$ cat config.mk
export PLATFORM = sky130hd
export DESIGN_NAME = serial_subtractor
export DESIGN_NICKNAME = d
export VERILOG_FILES = /design/src/rtl/serial_sub_pkg.sv /design/src/rtl/full_subtractor.sv /design/src/rtl/serial_subtractor.sv
export SDC_FILE = /design/constraint.sdc
export NUM_CORES = 1
export LEC_CHECK = 0
export CORE_UTILIZATION = 30
export DETAILED_ROUTE_END_ITERATION = 10
export PLACE_DENSITY = 0.55
export SLEW_MARGIN = 20
export SYNTH_ARGS = -nofsm -noshare
export SYNTH_HDL_FRONTEND = slang
export SYNTH_SLANG_ARGS = --single-unit
$ cat constraint.sdc
create_clock -name clk -period 1.7 [get_ports clk]
set_input_delay 0.34 -clock clk [delete_from_list [all_inputs] [get_ports clk]]
set_output_delay 0.34 -clock clk [all_outputs]
set_load 0.01 [all_outputs]
$ cat src/rtl/serial_sub_pkg.sv
// Shared types and constants for the bit-serial subtractor.
package serial_sub_pkg;

   typedef enum logic [1:0] {
      IDLE = 2'd0,
      RUN  = 2'd1,
      DONE = 2'd2
   } sub_state_t;

   localparam int SUB_WIDTH = 8;

endpackage

$ cat src/rtl/full_subtractor.sv
// One-bit full subtractor: d = a - b - bin, with borrow-out.
module full_subtractor (
   input  logic a,
   input  logic b,
   input  logic bin,
   output logic d,
   output logic bout
);

   // Difference bit and borrow-out for a single bit position
   always_comb begin
      d    = a ^ b ^ bin;
      bout = (~a & b) | (~(a ^ b) & bin);
   end

endmodule

$ cat src/rtl/serial_subtractor.sv
// Bit-serial subtractor: result = (in_a - in_b) mod 2^WIDTH, LSB first,
// one bit per clock through a registered borrow, with start/done handshake.
//
//   state | meaning
//   ------+-----------------------------------------------------------
//   IDLE  | waiting for start; operands latched on an accepted start
//   RUN   | one bit per cycle; busy high; last bit when cnt == WIDTH-1
//   DONE  | done pulses for one cycle, result/borrow valid
module serial_subtractor
   import serial_sub_pkg::*;
#(
   parameter int WIDTH = SUB_WIDTH
) (
   input  logic             clk,
   input  logic             rst,
   input  logic             start,
   input  logic [WIDTH-1:0] in_a,
   input  logic [WIDTH-1:0] in_b,
   output logic [WIDTH-1:0] result,
   output logic             borrow,
   output logic             busy,
   output logic             done
);

   localparam int            CW   = (WIDTH > 1) ? $clog2(WIDTH) : 1;
   localparam logic [CW-1:0] LAST = CW'(WIDTH - 1);

   sub_state_t       state;
   logic [CW-1:0]    cnt;
   logic [WIDTH-1:0] a_sr;
   logic [WIDTH-1:0] b_sr;
   // Holds the WIDTH-1 difference bits produced so far, MSB-aligned.
   logic [WIDTH-2:0] res_sr;
   logic             br;
   logic             d_bit;
   logic             bout_bit;
   logic [WIDTH-1:0] res_next;

   full_subtractor u_fs (
      .a    (a_sr[0]),
      .b    (b_sr[0]),
      .bin  (br),
      .d    (d_bit),
      .bout (bout_bit)
   );

   // Newest difference bit enters at the MSB; on the last bit this is the full result
   always_comb begin
      res_next = {d_bit, res_sr};
   end

   // Control FSM, datapath shift registers and registered outputs
   always_ff @(posedge clk) begin
      if (rst) begin
         state  <= IDLE;
         cnt    <= '0;
         a_sr   <= '0;
         b_sr   <= '0;
         res_sr <= '0;
         br     <= 1'b0;
         result <= '0;
         borrow <= 1'b0;
         busy   <= 1'b0;
         done   <= 1'b0;
      end else begin
         case (state)
            IDLE: begin
               done <= 1'b0;
               if (start) begin
                  a_sr  <= in_a;
                  b_sr  <= in_b;
                  br    <= 1'b0;
                  cnt   <= '0;
                  busy  <= 1'b1;
                  state <= RUN;
               end
            end
            RUN: begin
               a_sr   <= a_sr >> 1;
               b_sr   <= b_sr >> 1;
               res_sr <= res_next[WIDTH-1:1];
               br     <= bout_bit;
               cnt    <= cnt + 1'b1;
               if (cnt == LAST) begin
                  result <= res_next;
                  borrow <= bout_bit;
                  busy   <= 1'b0;
                  done   <= 1'b1;
                  state  <= DONE;
               end
            end
            DONE: begin
               done  <= 1'b0;
               state <= IDLE;
            end
            default: begin
               busy  <= 1'b0;
               done  <= 1'b0;
               state <= IDLE;
            end
         endcase
      end
   end

endmodule

* Word-level counts from Yosys, hierarchy flattened
Cells that the tools add are included.
** Cells by class
- Add/subtract/negate cells :: 1
- Equal/unequal tests :: 5
- Mux-type cells :: 14
- Bitwise logic cells :: 9
- Reduce and logical (&&, ||, !) cells :: 7
** Operators with widths (number)
- $pmux W8 S2 :: 2
- $mux W8 :: 2
- $pmux W3 S2 :: 1
- $reduce_and A2 Y1 :: 3
- $mux W2 :: 2
- $ne A2 B2 Y1 const B :: 2
- $not A1 Y1 :: 4
- $pmux W2 S2 :: 1
- $add A3 B1 Y3 const B :: 1
- $eq A3 B3 Y1 const B :: 1
- $mux W1 :: 3
- $mux W3 :: 1
- $pmux W1 S3 :: 1
- $reduce_and A3 Y1 :: 1
- $and A1 B1 Y1 :: 2
- $eq A2 B1 Y1 const B :: 1
- $eq A2 B2 Y1 const B :: 1
- $logic_not A2 Y1 :: 1
- $pmux W1 S2 :: 1
- $reduce_bool A2 Y1 :: 1
- $reduce_or A2 Y1 :: 1
- $xor A1 B1 Y1 :: 2
- $or A1 B1 Y1 :: 1
** Word-level totals
- Register bits after elaboration :: 40
- Input bits :: 19
- Output and inout port bits :: 11
- Logic and storage cells :: 46

* Logic depth before layout (Yosys ltp)
Gate-level depths: netlist of the first run.
- Depth in word-level cells :: 5
- Gate-level depth with buffers :: 6
- Gate-level depth less buffers :: 5

* Modules after synthesis
Synthesis of the first run repeated with hierarchy kept, for this count alone.
** Unflattened totals
- Cell total of the unflattened synthesis :: 182
- Area total of the unflattened synthesis :: 1682.9 um2
** By module, submodules not included
- serial_subtractor :: instances 1, cells each 178, area each 1651.6 um2
- full_subtractor :: instances 1, cells each 4, area each 31.3 um2

* Worst setup path before layout of the first run
No wires, ideal clock.
- Kind :: reg2reg
- Start point :: register cnt[0]
- End point :: register borrow
- Setup time :: 0.086 ns
- Arrival :: 1.199 ns
- Data required time :: 1.614 ns
- Setup slack :: 0.415 ns
- Stages on the path, launching flop included :: 6
- Path buffers :: 1
- Period minus slack after synthesis :: 1.285 ns
- Path through :: dfxtp_1 -> ha_1 -> ha_1 -> and3b_1 -> buf_4 -> a211oi_1
** Between the ends
- Longest elaborated chain between the ends :: 2
** Ends and longest elaborated chain
- start: declaration :: line serial_subtractor.sv:29 : logic [CW-1:0] cnt;
- start signal: assignment :: line serial_subtractor.sv:83 : cnt <= cnt + 1'b1;
- $eq A3 B3 Y1 :: line serial_subtractor.sv:84 : if (cnt == LAST) begin
- $reduce_and A2 Y1 (no source line)
- end signal: assignment :: line serial_subtractor.sv:86 : borrow <= bout_bit;
- end: declaration :: line serial_subtractor.sv:20 : output logic borrow,
No other way between the ends.
A chain may end at the register's enable or synchronous reset.

* Worst setup path after layout of the first run
- Start point :: register busy
- End point :: output port busy
** RTL lines
- start: declaration :: line serial_subtractor.sv:21 : output logic busy,
- start signal: assignment :: line serial_subtractor.sv:63 : busy <= 1'b0;
- start signal: assignment :: line serial_subtractor.sv:74 : busy <= 1'b1;
- start signal: assignment :: line serial_subtractor.sv:87 : busy <= 1'b0;
No word-level cell between the ends.

==> flow_summary.toml, run 1 <==
[run_status]
outcome = "completed"

[logic_synthesis]
yosysWarnings = 0
synth_area_per_cell_um2 = 9.321
seq_area_frac_synth_pct = 47.73
synth_cell_types = 27
synth_seq_cells = 40
synth_area_mm2 = 0.001678
synthesis.nets = 202
synthCells = 180

[finish]
final_nets = 231
drive_gt1_share_pct = 11.48
diodes = 0
finish.instance_area_mm2 = 0.002116
area_growth_pct = 26.10
utilization_pct = 40.40

[sta]
relSlewSlack_pct = 72.76
fmax_mhz = 653.1
hold_ws_ns = 0.4596
period_share_pct = 90.07
worst_pin_slew_ns = 0.4086
fin_setup_tns_ns = 0
rsz0062_at_grt = "no"
fin_worst_skew_ns = 0.003827
finalHoldViolCount = 0
min_period_ns = 1.531
drv_slew = 0
fin_ws_ns = 0.1687
setup_viol = 0

[worst_setup_path]
cp_max_fo = 3
path_cells = "clkdlybuf4s50_1"
critPathArrivalTime_ns = 1.19
cp.required_ns = 1.36
cp_slowest_cell = "clkdlybuf4s50_1"
critPathMaxStageDelay_ns = 0.55
path_buf_inv = 1
cpLargestDelayFamily = "buffers and inverters"
critical_path_class = "reg -> out"
end_kind = "output pin"
cp-start-kind = "flip-flop"

[die]
ios = 30
die_w_um = 76.79
start_util_pct = 32.04
die-area_mm2 = 0.005896
num_rows = 26
die_y_um = 76.79
core_area_mm2 = 0.005238

[global_route]
grt_remaining_overflow = 0
antenna_found_initial = 0
grt_pass1_vias = 1253
grt_use_total_pct = 12.95
grt_pass1_wl_um = 6037
grt_max_degree = 26

[drt]
drt-initial-drc-count = 24
dr.pass1.iters = 6
drc = 0
ant_nets = 0
vias = 1303
finalWirelength_um = 3406
wire_per_inst_um = 12.21
drt-vias-per-instance = 4.670

[cts]
tritoncts.num_buffers = 5
clockRootBuffer = "clkbuf_8"
cts_resized = 0
clk_latency_ns = 0.29
htree_levels = 2
clk_pin_slew_worst_paths_ns = 0.07
post_cts_buffers = 0
cts_tree = "built"
clock_path_buffers = 2
clkSinkCount = 40
hold_buffers = 0

[power]
cellLeakagePower_nw = 0.7507
p_per_area_mw_per_mm2 = 915.4
peakVddDrop_mv = 0.3902

[placement]
hpwlAfterDp_um = 2319
post-place-ws_ns = 0.07033
place.gp.congestion = 0.7098
dpl_cell_area_mm2 = 0.002019
io_buffer_count = 29

[flow_run]
drv_cap = 0

[min_path]
holdCritPathClass = "reg -> reg"
[flip-flops by register name, summed over array words and instances (netlist names)]
| signal | flops |
|---|---|
| b_sr | 8 |
| done | 1 |
| br | 1 |
| state | 2 |
| result | 8 |
| cnt | 3 |
| borrow | 1 |
| a_sr | 8 |
| busy | 1 |
| res_sr | 7 |
[cell type report]
class	instances	area [um^2]
clock buffer	7	96.34
timing repair buffer	36	342.8
sequential	40	800.8
fill	531	3122
tap	70	87.58
multi-input combinational	122	773.2
inverter	4	15.01
[logic make-up (layout without fill, tap and decap cells)]
family | Yosys count | after routing | synth area share, %
AOI/OAI and AO/OA | 42 | 42 | 19.46
adders and majority gates | 3 | 3 | 2.684
buffers and inverters | 18 | 47 | 6.189
DFF | 40 | 40 | 47.73
muxes | 14 | 14 | 8.352
and+or+nand+nor | 63 | 63 | 15.59
[power breakdown]
group	leakage, nW	switching [mW]	total (mW)	internal (mW)
logic	0.373	0.127	0.257	0.130
registers	0.327	0.0285	1.01	0.983
clock network	0.0503	0.307	0.668	0.361
[path summary, 6_finish.rpt]
| check | start | to | slack (ns) | cells after the start |
|---|---|---|---|---|
| setup / recovery | busy | busy | 0.17 | 1 |
| setup reg to reg | cnt[0] | borrow | 0.18 | 5 |
| hold reg to reg | result[2] | result[2] | 0.46 | 2 |
| hold / removal | result[2] | result[2] | 0.46 | 2 |
[synth_stat cells (all sizes together)]
| library cell | number | area (um^2) |
|---|---|---|
| o21bai | 1 | 7.510 |
| inv | 4 | 15.01 |
| a21oi | 18 | 90.09 |
| nand2b | 1 | 6.260 |
| and3b | 1 | 8.760 |
| nor3 | 3 | 15.01 |
| buf | 12 | 81.32 |
| a211oi | 16 | 170.2 |
| mux2i | 14 | 140.1 |
| o31ai | 1 | 7.510 |
| or3b | 1 | 8.760 |
| nor2 | 23 | 86.33 |
| nand3b | 1 | 7.510 |
| clkbuf | 2 | 7.510 |
| a22oi | 2 | 15.01 |
| a2bb2oi | 1 | 8.760 |
| ha | 2 | 25.02 |
| o21ba | 1 | 10.01 |
| a32oi | 2 | 17.52 |
| fa | 1 | 20.02 |
| dfxtp | 40 | 800.8 |
| nand2 | 31 | 116.4 |
| nor2b | 2 | 12.51 |
[cell usage in the layout (no fill, tap or decap), types with 6 or more instances in the layout]
cell              n
buf_4             7
nor2_1           23
clkdlybuf4s50_1  29
nand2_1          31
a21oi_1          18
clkbuf_8          7
dfxtp_1          40
a211oi_2         10
mux2i_1          14
a211oi_1          6
[metrics by stage]
step | std cells | power [mW]
2_1_floorplan | 180 | 1.207
3_3_place_gp | 272 | 1.291
3_5_place_dp | 272 | 1.294
4_1_cts | 279 | 1.971
5_1_grt | 279 | 2.045
6_report | 279 | 1.937
[routing by layer]
| layer | track usage, % | vias to the layer above | part of all wire, % | routed length, um |
|---|---|---|---|---|
| met5 | 0 | - | 0 | 0 |
| met4 | 5.192 | 0 | 1.7 | 58 |
| met3 | 3.690 | 5 | 3.3 | 114 |
| met2 | 19.55 | 20 | 44 | 1488 |
| met1 | 17.20 | 602 | 51 | 1745 |
| li1 | - | 676 | - | - |
Note: power is estimated with default switching activity, not from simulation.
==> run 2, diff against run 1 <==
- PLACE_DENSITY: 0.55 -> 0.49
==> run 2 against run 1 <==
Flip-flop and latch count unchanged. Core utilization up 0.60 points. Design area up 1.5%. Fmax up 1.1%. Global-route usage down 1.2 points. Register-to-register slack better by 0.06 ns. Critical path type unchanged. Largest cell class unchanged.
==> flow_summary.toml, run 2 (same netlist as run 1, synthesis figures left out) <==
[finish]
final_cell_mix = "dfxtp_1 (40), nand2_1 (31), clkdlybuf4s50_1 (29)"
final_nets = 232
diodes = 0
final_common_cell = "dfxtp_1"
nFillCells = 511
utilization_pct = 40.99
drive_gt1_share_pct = 11.85
area_growth_pct = 27.96
largestRegisters = "a_sr (8), b_sr (8), result (8)"
finalNonFillerCells = 281

[placement]
io_buffer_count = 29
place.gp.congestion = 0.6835
dp_cells = 273
post-place-ws_ns = 0.1363
hpwlAfterDp_um = 2370

[power]
p_per_area_mw_per_mm2 = 943.5
seqPwrFrac_pct = 50.0
comb_power_share_pct = 12.8
cellLeakagePower_nw = 0.7656
clkPwrFrac_pct = 37.3
switching_share_pct = 23.30
peakVddDrop_mv = 0.4460
p_sw_mw = 0.4720
internal_power_mw = 1.554

[worst_setup_path]
critical_path_class = "reg -> out"
end_kind = "output pin"
critPathArrivalTime_ns = 1.17
path_buf_inv = 1
r2r_start = "cnt[0]"
reg2regPathDepth = 5
cp_max_fo = 3
path_cells = "clkdlybuf4s50_1"
cpLargestDelayFamily = "buffers and inverters"
cp.required_ns = 1.36
reg2reg_to = "borrow"
critPathMaxStageDelay_ns = 0.54
regToRegSetupSlack_ns = 0.24
cp-start-kind = "flip-flop"
cp_slowest_cell = "clkdlybuf4s50_1"

[die]
ios = 30
core_area_mm2 = 0.005238
num_rows = 26
die_w_um = 76.79
die-area_mm2 = 0.005896
die_y_um = 76.79
start_util_pct = 32.04

[sta]
fin_worst_skew_ns = 0.001164
min_period_ns = 1.515
period_share_pct = 89.11
hold_ws_ns = 0.4535
setup_viol = 0
finalHoldViolCount = 0
rsz0062_at_grt = "no"
fin_ws_ns = 0.1852
relSlewSlack_pct = 73.92
worst_pin_slew_ns = 0.3912
drv_slew = 0
fmax_mhz = 660.1
fin_setup_tns_ns = 0

[cts]
htree_levels = 2
hold_buffers = 0
clkSinkCount = 40
post_cts_buffers = 0
clockRootBuffer = "clkbuf_8"
cts_resized = 0
tritoncts.num_buffers = 5
cts_tree = "built"
clk_latency_ns = 0.28
clk_pin_slew_worst_paths_ns = 0.07
clock_path_buffers = 2

[global_route]
grt_max_degree = 30
grt_pass1_wl_um = 5492
grt_use_total_pct = 11.72
grt_pass1_vias = 1218
antenna_found_initial = 0
grt_remaining_overflow = 0

[flow_run]
drv_cap = 0

[drt]
ant_nets = 0
drt-vias-per-instance = 4.626
vias = 1300
finalWirelength_um = 3200
dr.pass1.iters = 4
wire_per_inst_um = 11.39
drc = 0
drt-initial-drc-count = 53

[min_path]
min_to = "result[6]"
holdPathStages = 2
holdCritStartpoint = "result[6]"
holdCritPathClass = "reg -> reg"

[run_status]
outcome = "completed"
-- run 2: cell types whose count changed in the layout (fill, tap and decap cells not counted), sizes merged --
cell	previous run	this run
bufinv	0	1
clkinv	0	1
buf	7	8
clkbuf	7	6
-- run 2: worst min-delay path, cell delays in order (launching register included) --
cell and delay [ns]:
dfxtp_1 0.31, nand2_1 0.05, a21oi_1 0.05
-- run 2: metrics by stage --
stage,area (um^2),power (mW)
after floorplan,1678,1.207
after global routing,2147,2.121
after CTS,2147,2.058
final,2147,2.026
after detailed placement,2039,1.298
after global placement,2039,1.290
-- run 2: power groups by stage --
stage / registers, mW / logic (mW) / clock network (mW)
2_1_floorplan: 1.03 / 0.181 / 0
3_3_place_gp: 1.03 / 0.256 / 0
3_5_place_dp: 1.04 / 0.262 / 0
4_1_cts: 1.01 / 0.263 / 0.782
5_1_grt: 1.02 / 0.285 / 0.817
6_report: 1.01 / 0.258 / 0.755
-- run 2: worst max path at each step --
stage | cells after the start | startpoint | slack, ns | end
6_report | 1 | busy | 0.19 | busy
5_1_grt | 5 | cnt[0] | 0.10 | borrow
4_1_cts | 1 | busy | 0.16 | busy
3_5_place_dp | 5 | start | 0.14 | b_sr[2]
3_3_place_gp | 5 | start | 0.20 | b_sr[2]
2_1_floorplan | 5 | cnt[0] | 0.42 | borrow
-- run 2: cell type report --
type | instances | area, um^2 | area share (%)
Multi-Input combinational cell | 122 | 773.2 | 36.01
Clock buffer | 6 | 72.57 | 3.380
Inverter | 4 | 15.01 | 0.6993
Timing Repair Buffer | 37 | 362.8 | 16.90
Clock inverter | 2 | 35.03 | 1.632
Sequential cell | 40 | 800.8 | 37.30
Tap cell | 70 | 87.58 | 4.079
-- run 2: layer usage --
layer | track usage, % | part of all wire (%) | vias up
met3 | 4.167 | 3.5 | 5
met5 | 0 | 0 | -
met4 | 4.615 | 1.2 | 0
met2 | 18.84 | 46 | 24
met1 | 14.18 | 49 | 596
li1 | - | - | 675
==> run 3, diff against run 2 <==
- CORE_UTILIZATION: 30 -> 40
- PLACE_DENSITY: 0.49 -> 0.62
==> run 3 against run 2 <==
Flip-flop and latch count unchanged. Clock power down 13%. Design area down 2.7%. Cell count down 8.2%. Combinational power down 3%. Non-clock buffer count down 3. Highest routed layer unchanged.
==> flow_summary.toml, run 3 (same netlist as run 1, synthesis figures left out) <==
[cts]
cts_resized = 0
clk_latency_ns = 0.29
clock_path_buffers = 2
cts_tree = "built"
tritoncts.num_buffers = 5
clockRootBuffer = "clkbuf_8"
clk_pin_slew_worst_paths_ns = 0.08
post_cts_buffers = 0
clkSinkCount = 40
htree_levels = 2
hold_buffers = 0

[finish]
area_growth_pct = 24.53
final_common_cell = "dfxtp_1"
finish.instance_area_mm2 = 0.002090
diodes = 0
final_cell_mix = "dfxtp_1 (40), nand2_1 (31), clkdlybuf4s50_1 (29)"
largestRegisters = "a_sr (8), b_sr (8), result (8)"
drive_gt1_share_pct = 11.06
final_nets = 229

[global_route]
grt_pass1_wl_um = 5230
antenna_found_initial = 0
grt_use_total_pct = 15.72
grt_remaining_overflow = 0
grt_max_degree = 30
grt_pass1_vias = 1239

[worst_setup_path]
cp-start-kind = "flip-flop"
critical_path_class = "reg -> out"
end_kind = "output pin"
cp_max_fo = 3
cpLargestDelayFamily = "buffers and inverters"
path_buf_inv = 1
path_cells = "clkdlybuf4s50_1"
critPathMaxStageDelay_ns = 0.55
cp_slowest_cell = "clkdlybuf4s50_1"
cp.required_ns = 1.36
critPathArrivalTime_ns = 1.19
regToRegSetupSlack_ns = 0.22

[sta]
fin_worst_skew_ns = 0.008772
setup_viol = 0
relSlewSlack_pct = 69.24
worst_pin_slew_ns = 0.4607
hold_ws_ns = 0.4549
rsz0062_at_grt = "no"
finalHoldViolCount = 0
period_share_pct = 89.99
fin_setup_tns_ns = 0
drv_slew = 0
min_period_ns = 1.530
fmax_mhz = 653.6

[power]
peakVddDrop_mv = 0.5593
cellLeakagePower_nw = 0.7392
p_per_area_mw_per_mm2 = 920.2

[run_status]
outcome = "completed"

[drt]
drc = 0
finalWirelength_um = 3066
drt-initial-drc-count = 41
vias = 1306
ant_nets = 0
drt-vias-per-instance = 5.062
dr.pass1.iters = 4
wire_per_inst_um = 11.88

[placement]
io_buffer_count = 29
hpwlAfterDp_um = 2223
dpl_cell_area_mm2 = 0.001992
place.gp.congestion = 0.7561

[flow_run]
drv_cap = 0

[die]
num_rows = 23
die_w_um = 66.77
start_util_pct = 41.95
core_area_mm2 = 0.004000
die-area_mm2 = 0.004458
ios = 30
die_y_um = 66.77

[min_path]
holdCritPathClass = "reg -> reg"
[run 3: power by group]
part | leakage [nW] | switching (mW) | total [mW] | internal [mW]
Combinational | 0.369 | 0.119 | 0.249 | 0.130
Sequential | 0.327 | 0.0313 | 1.01 | 0.983
Clock | 0.0434 | 0.331 | 0.660 | 0.328
[run 3: metrics by stage]
stage | utilization (%) | total power, mW | instances | worst slack (ns)
final | 52.24 | 1.923 | 258 | 0.1701
after detailed placement | 49.80 | 1.291 | 250 | 0.06284
after global routing | 52.24 | 2.017 | 258 | 0.07949
after floorplan | - | 1.207 | 180 | 0.4151
after CTS | 52.24 | 1.946 | 258 | 0.1477
after global placement | 49.80 | 1.280 | 250 | 0.1331
[run 3: final timing paths]
path / start / to / depth (start not counted)
setup / recovery: busy / busy / 1
hold / removal: result[2] / result[2] / 2
hold reg to reg: result[2] / result[2] / 2
setup reg to reg: cnt[0] / borrow / 5
[run 3: metal layers]
layer,GRT usage [%],share of wire (%),vias up
li1,-,-,670
met1,17.37,47,601
met2,27.78,47,27
met3,4.110,4.1,8
met4,7.181,1.7,0
met5,0,0,-
[run 3: cell type report]
| type | count | area, um^2 |
|---|---|---|
| fill | 372 | 1911 |
| sequential | 40 | 800.8 |
| multi-input combinational | 122 | 773.2 |
| timing repair buffer | 34 | 340.3 |
| clock buffer | 6 | 82.58 |
| tap | 50 | 62.56 |
| clock inverter | 2 | 15.01 |
| inverter | 4 | 15.01 |
==> patch 1, RTL diff (flow settings as in run 1) <==
`SUB_WIDTH`: 8 -> 4.
--- a/src/rtl/serial_sub_pkg.sv
+++ b/src/rtl/serial_sub_pkg.sv
@@ -8,5 +8,5 @@
    } sub_state_t;
 
-   localparam int SUB_WIDTH = 8;
+   localparam int SUB_WIDTH = 4;
 
 endpackage
Ports: changed (resized in_a, in_b and result); port bits go from 30 to 18. The function was not compared with the original's and may differ.
==> patch 1 against run 1 <==
  * Area after synthesis is 39% lower
  * Cell area down 41%
  * Combinational power decreased by 41%
  * Register-to-register slack gained 210 ps
  * Worst setup slack worse by 24 ps
  * Total power fell by 49%
  * Sequential cell count shrank 17
  * Wire length shrank 45%
==> patch 1: results (changes against run 1) <==
placed_design:
  place_ws_ps: 154.0  # +83.68 ps
  routabilityCongestion: 0.7696  # +8.4%
  hpwlAfterDp_um: 1371  # -41%
  port_buffers: 17  # -41%
cells_and_area:
  layout.nets: 137  # -41%
  drive_gt1_share_pct: 16.26  # +4.8 points
  largestRegisters: "a_sr (4), b_sr (4), result (4)"
synthesis:
  synth_common_cells: "dfxtp_1, nand2_1, a21oi_1"
  synthesis.nets: 119  # -41%
  async_reset_ff_share_pct: 0  # unchanged
  yosysSeqAreaShare_pct: 44.71  # -3.0 points
  yosysUniqueCellTypes: 29  # +7.4%
  yosys-top-cells-area: "dfxtp_1, a211oi_2, mux2i_1"
worst_setup_path:
  reg2reg_depth: 4  # -1
  regToRegSetupSlack_ps: 390  # +210 ps
  critPathMaxStageDelay_ps: 550  # about the same
  slowest_stage: "clkdlybuf4s50_1"
  r2r_end: "b_sr[0]"
  r2r_start: "state[0]"
  crit_fanout: 3  # unchanged
  worst-endpoint-arrival_ps: 1210  # +20 ps
  crit_family: "buffers and inverters"
clock_network:
  cts-root-buf: "clkbuf_4"
  cts_buffers: 3  # -2
  cts.clk_slew.worst_paths_ps: 120  # +50 ps
  htree_num_levels: 1  # -1
  clockBufferDepth: 2  # unchanged
  post_cts_resized: 0  # unchanged
  clk_latency_ps: 300
route:
  wirelength_um: 1878  # -45%
  vias: 769  # -41%
  drt-pass1-iter-count: 4  # -2
  drt-initial-drc-count: 23  # -4.2%
sta:
  slew_headroom_pct: 64.98  # -7.8 points
  min_period_over_period_pct: 91.46  # +1.4 points
  clock_skew_ps: 2.633  # -1.194 ps
global_routing:
  grt_pass1_vias: 730  # -42%
  grt_max_degree: 14  # -46%
  grtUsageTotal_pct: 11.81  # -1.1 points
  grt_pass1_wl_um: 3243  # -46%
worst_hold_path:
  min_delay_path_depth: 2  # unchanged
  hold_start: "result[0]"
  hold_class: "register to register"
  hold_end: "result[0]"
outcome:
  status: "finished, final reports clean"
pwr:
  p_leak_uw: 0.0004276  # -43%
  peakVddDrop_uv: 269.1  # -31%
patch 1: cell types whose count changed in the layout (fill, tap and decap cells not counted), moves of 5 or more:
cell and delta:
a211oi_2 -5, nand2_1 -20, dfxtp_1 -17, mux2i_1 -8
a211oi_1 -6, clkdlybuf4s50_1 -12, nor2_1 -16, clkbuf_8 -7
a21oi_1 -8
patch 1: power breakdown:
part | total [µW] | internal [µW] | switching (µW)
registers | 583 | 566 | 17.3
logic | 151 | 78.2 | 73.2
clock network | 249 | 91.3 | 158
total | 983 | 735 | 248
patch 1: cell families after synthesis:
group           count (synthesis)  share of synthesized area, %
compound gates                 23                         17.38
mux                             7                         6.926
buf+inv                        12                         7.654
simple gates                   39                         20.17
flops                          23                         44.71
fa+ha+maj                       2                         3.159
patch 1: per-stage QoR:
stage	hold WS (ps)	cells	power, µW	area (µm²)
finish	463.1	167	983.1	1247
global route	480.8	167	1042	1247
CTS	464.6	167	998.1	1247
detailed placement	447.1	163	748.9	1221
global placement	448.0	163	745.5	1221
floorplan	436.6	106	701.5	1030
patch 1: metal layers:
metal / global-route usage [%] / vias to the layer above / wire [µm]
met3: 1.919 / 2 / 60
met5: 0 / - / 0
met1: 15.89 / 358 / 982
met2: 18.84 / 10 / 809
li1: - / 399 / -
met4: 4.870 / 0 / 25
patch 1: worst register-to-register path, stage by stage (launching register included):
cell	delay (ps)
dfxtp_1	420
buf_4	240
o21ba_4	310
nor2_1	80
a211oi_2	200
patch 1: worst max-delay path by stage:
stage / start / endpoint / cells after the start
after global routing: done / done / 1
final: busy / busy / 1
after detailed placement: start / cnt[0] / 4
after CTS: busy / busy / 1
after floorplan: b_sr[0] / borrow / 4
after global placement: start / cnt[0] / 4
patch 1: layout make-up:
| class | instances | area [µm²] |
|---|---|---|
| clock buffer | 4 | 26.28 |
| fill | 337 | 1906 |
| inverter | 4 | 15.01 |
| multi-input combinational | 71 | 490.5 |
| sequential | 23 | 460.4 |
| tap | 44 | 55.05 |
| timing repair buffer | 21 | 200.2 |
==> patch 2, RTL diff (settings of run 1) <==
Without the edit above. The 3 states of `sub_state_t` get a one-hot encoding in 3 bits.
--- a/src/rtl/serial_sub_pkg.sv
+++ b/src/rtl/serial_sub_pkg.sv
@@ -2,8 +2,8 @@
 package serial_sub_pkg;
 
-   typedef enum logic [1:0] {
-      IDLE = 2'd0,
-      RUN  = 2'd1,
-      DONE = 2'd2
+   typedef enum logic [2:0] {
+      IDLE = 3'b001,
+      RUN  = 3'b010,
+      DONE = 3'b100
    } sub_state_t;
 
Formal check against the unedited RTL: no difference found for any inputs over 10 cycles, from zero or initial values and one cycle with rst high; not proved beyond that.
==> patch 2 against run 1 <==
  * Total power up 13%
  * Area after synthesis grew 0.52%
  * Sequential share of layout area is 1.4 points lower
  * Wire length increased by 7.3%
  * Utilization rose by 2.4 points
  * Non-clock buffer count grew 7
  * Highest routed layer unchanged
  * Cell area up 6.5%
  * Cell count grew 6.5%
  * Worst setup slack worse by 64 ps
  * Sequential cell count grew 1
  * First-iteration DRC count rose to 4.1 times the old value
  * Synthesized cell count rose by 7.2%
  * Largest cell class unchanged
  * Largest power group unchanged
==> patch 2: results (changes against run 1) <==
outcome:
  status: "finished, final reports clean"
synthesis:
  yosysSeqAreaShare_pct: 48.66  # +0.94 points
  synth_common_cells: "dfxtp_1, nand2_1, a21oi_1"
  yosysUniqueCellTypes: 32  # +19%
  synthFlopType: "dfxtp_1"
  synthesis.nets: 215  # +6.4%
  yosys-top-cells-area: "dfxtp_1, nand2_1, a21oi_1"
  synth_cells: 193  # +7.2%
placed_design:
  dpl_cell_area_um2: 2120  # +5.0%
  routabilityCongestion: 0.7402  # +4.3%
  place_ws_ps: -134.2  # -204.5 ps
  hpwlAfterDp_um: 2559  # +10%
  place_inst: 289  # +6.3%
sta:
  slew_headroom_pct: 76.53  # +3.8 points
  clock_skew_ps: 5.829  # +2.002 ps
route:
  vias: 1493  # +15%
  wl_per_cell_um: 12.30  # +0.78%
  routed.top_layer: "met4"
  drt-pass1-iter-count: 4  # -2
  wl_met1_um: 1769  # +1.4%
  met3_length_um: 140  # +23%
  dr_wl_met2_um: 1669  # +12%
  drt-initial-drc-count: 98  # +310%
worst_setup_path:
  worst-endpoint-arrival_ps: 1260  # +70 ps
  crit_fanout: 4  # +1
global_routing:
  gr-usage-met3_pct: 3.690  # unchanged
  grt_pass1_wl_um: 6610  # +9.5%
  grt_util_met1_pct: 17.87  # +0.67 points
  met2_usage_pct: 21.88  # +2.3 points
  grt_overflow: 0  # unchanged
  grtUsageTotal_pct: 13.95  # +1.0 points
  grt_pass1_vias: 1421  # +13%
cells_and_area:
  drive_gt1_share_pct: 10.57  # -0.91 points
  stdcell_count: 297  # +6.5%
  layout.nets: 248  # +7.4%
pwr:
  power_uw: 2184  # +13%
  p_leak_uw: 0.0007753  # +3.3%
  p_seq_share_pct: 47.5  # -4.7 points
  peakVddDrop_uv: 437.9  # +12%
  clockPowerShare_pct: 41.8  # +7.3 points
  sw_frac_of_total_pct: 21.33  # -2.5 points
clock_network:
  htree_num_levels: 2  # unchanged
  post_cts_resized: 0  # unchanged
  cts_buffers: 5  # unchanged
  clk_latency_ps: 290  # about the same
[patch 2: cell type report]
type	count	area, µm²
Clock inverter	3	65.06
Sequential cell	41	820.8
Clock buffer	5	68.82
Multi-Input combinational cell	131	763.2
Timing Repair Buffer	43	432.9
Fill cell	533	3017
Inverter	4	15.01
Tap cell	70	87.58
[patch 2: path summary, 6_finish.rpt]
path	from	endpoint	slack, ps	depth (start not counted)
worst max-delay path	busy	busy	100	1
worst min-delay path	result[5]	result[5]	460	2
worst max register to register	state[0]	b_sr[0]	190	4
worst min register to register	result[5]	result[5]	460	2
[patch 2: kinds of logic after synthesis]
kind of cell,after synthesis,synth area share (%)
AO/OA/AOI/OAI,54,20.03
adder cells (fa/ha/maj),3,2.670
buffers and inverters,21,6.453
flip-flops,41,48.66
AND/OR/NAND/NOR,74,22.18
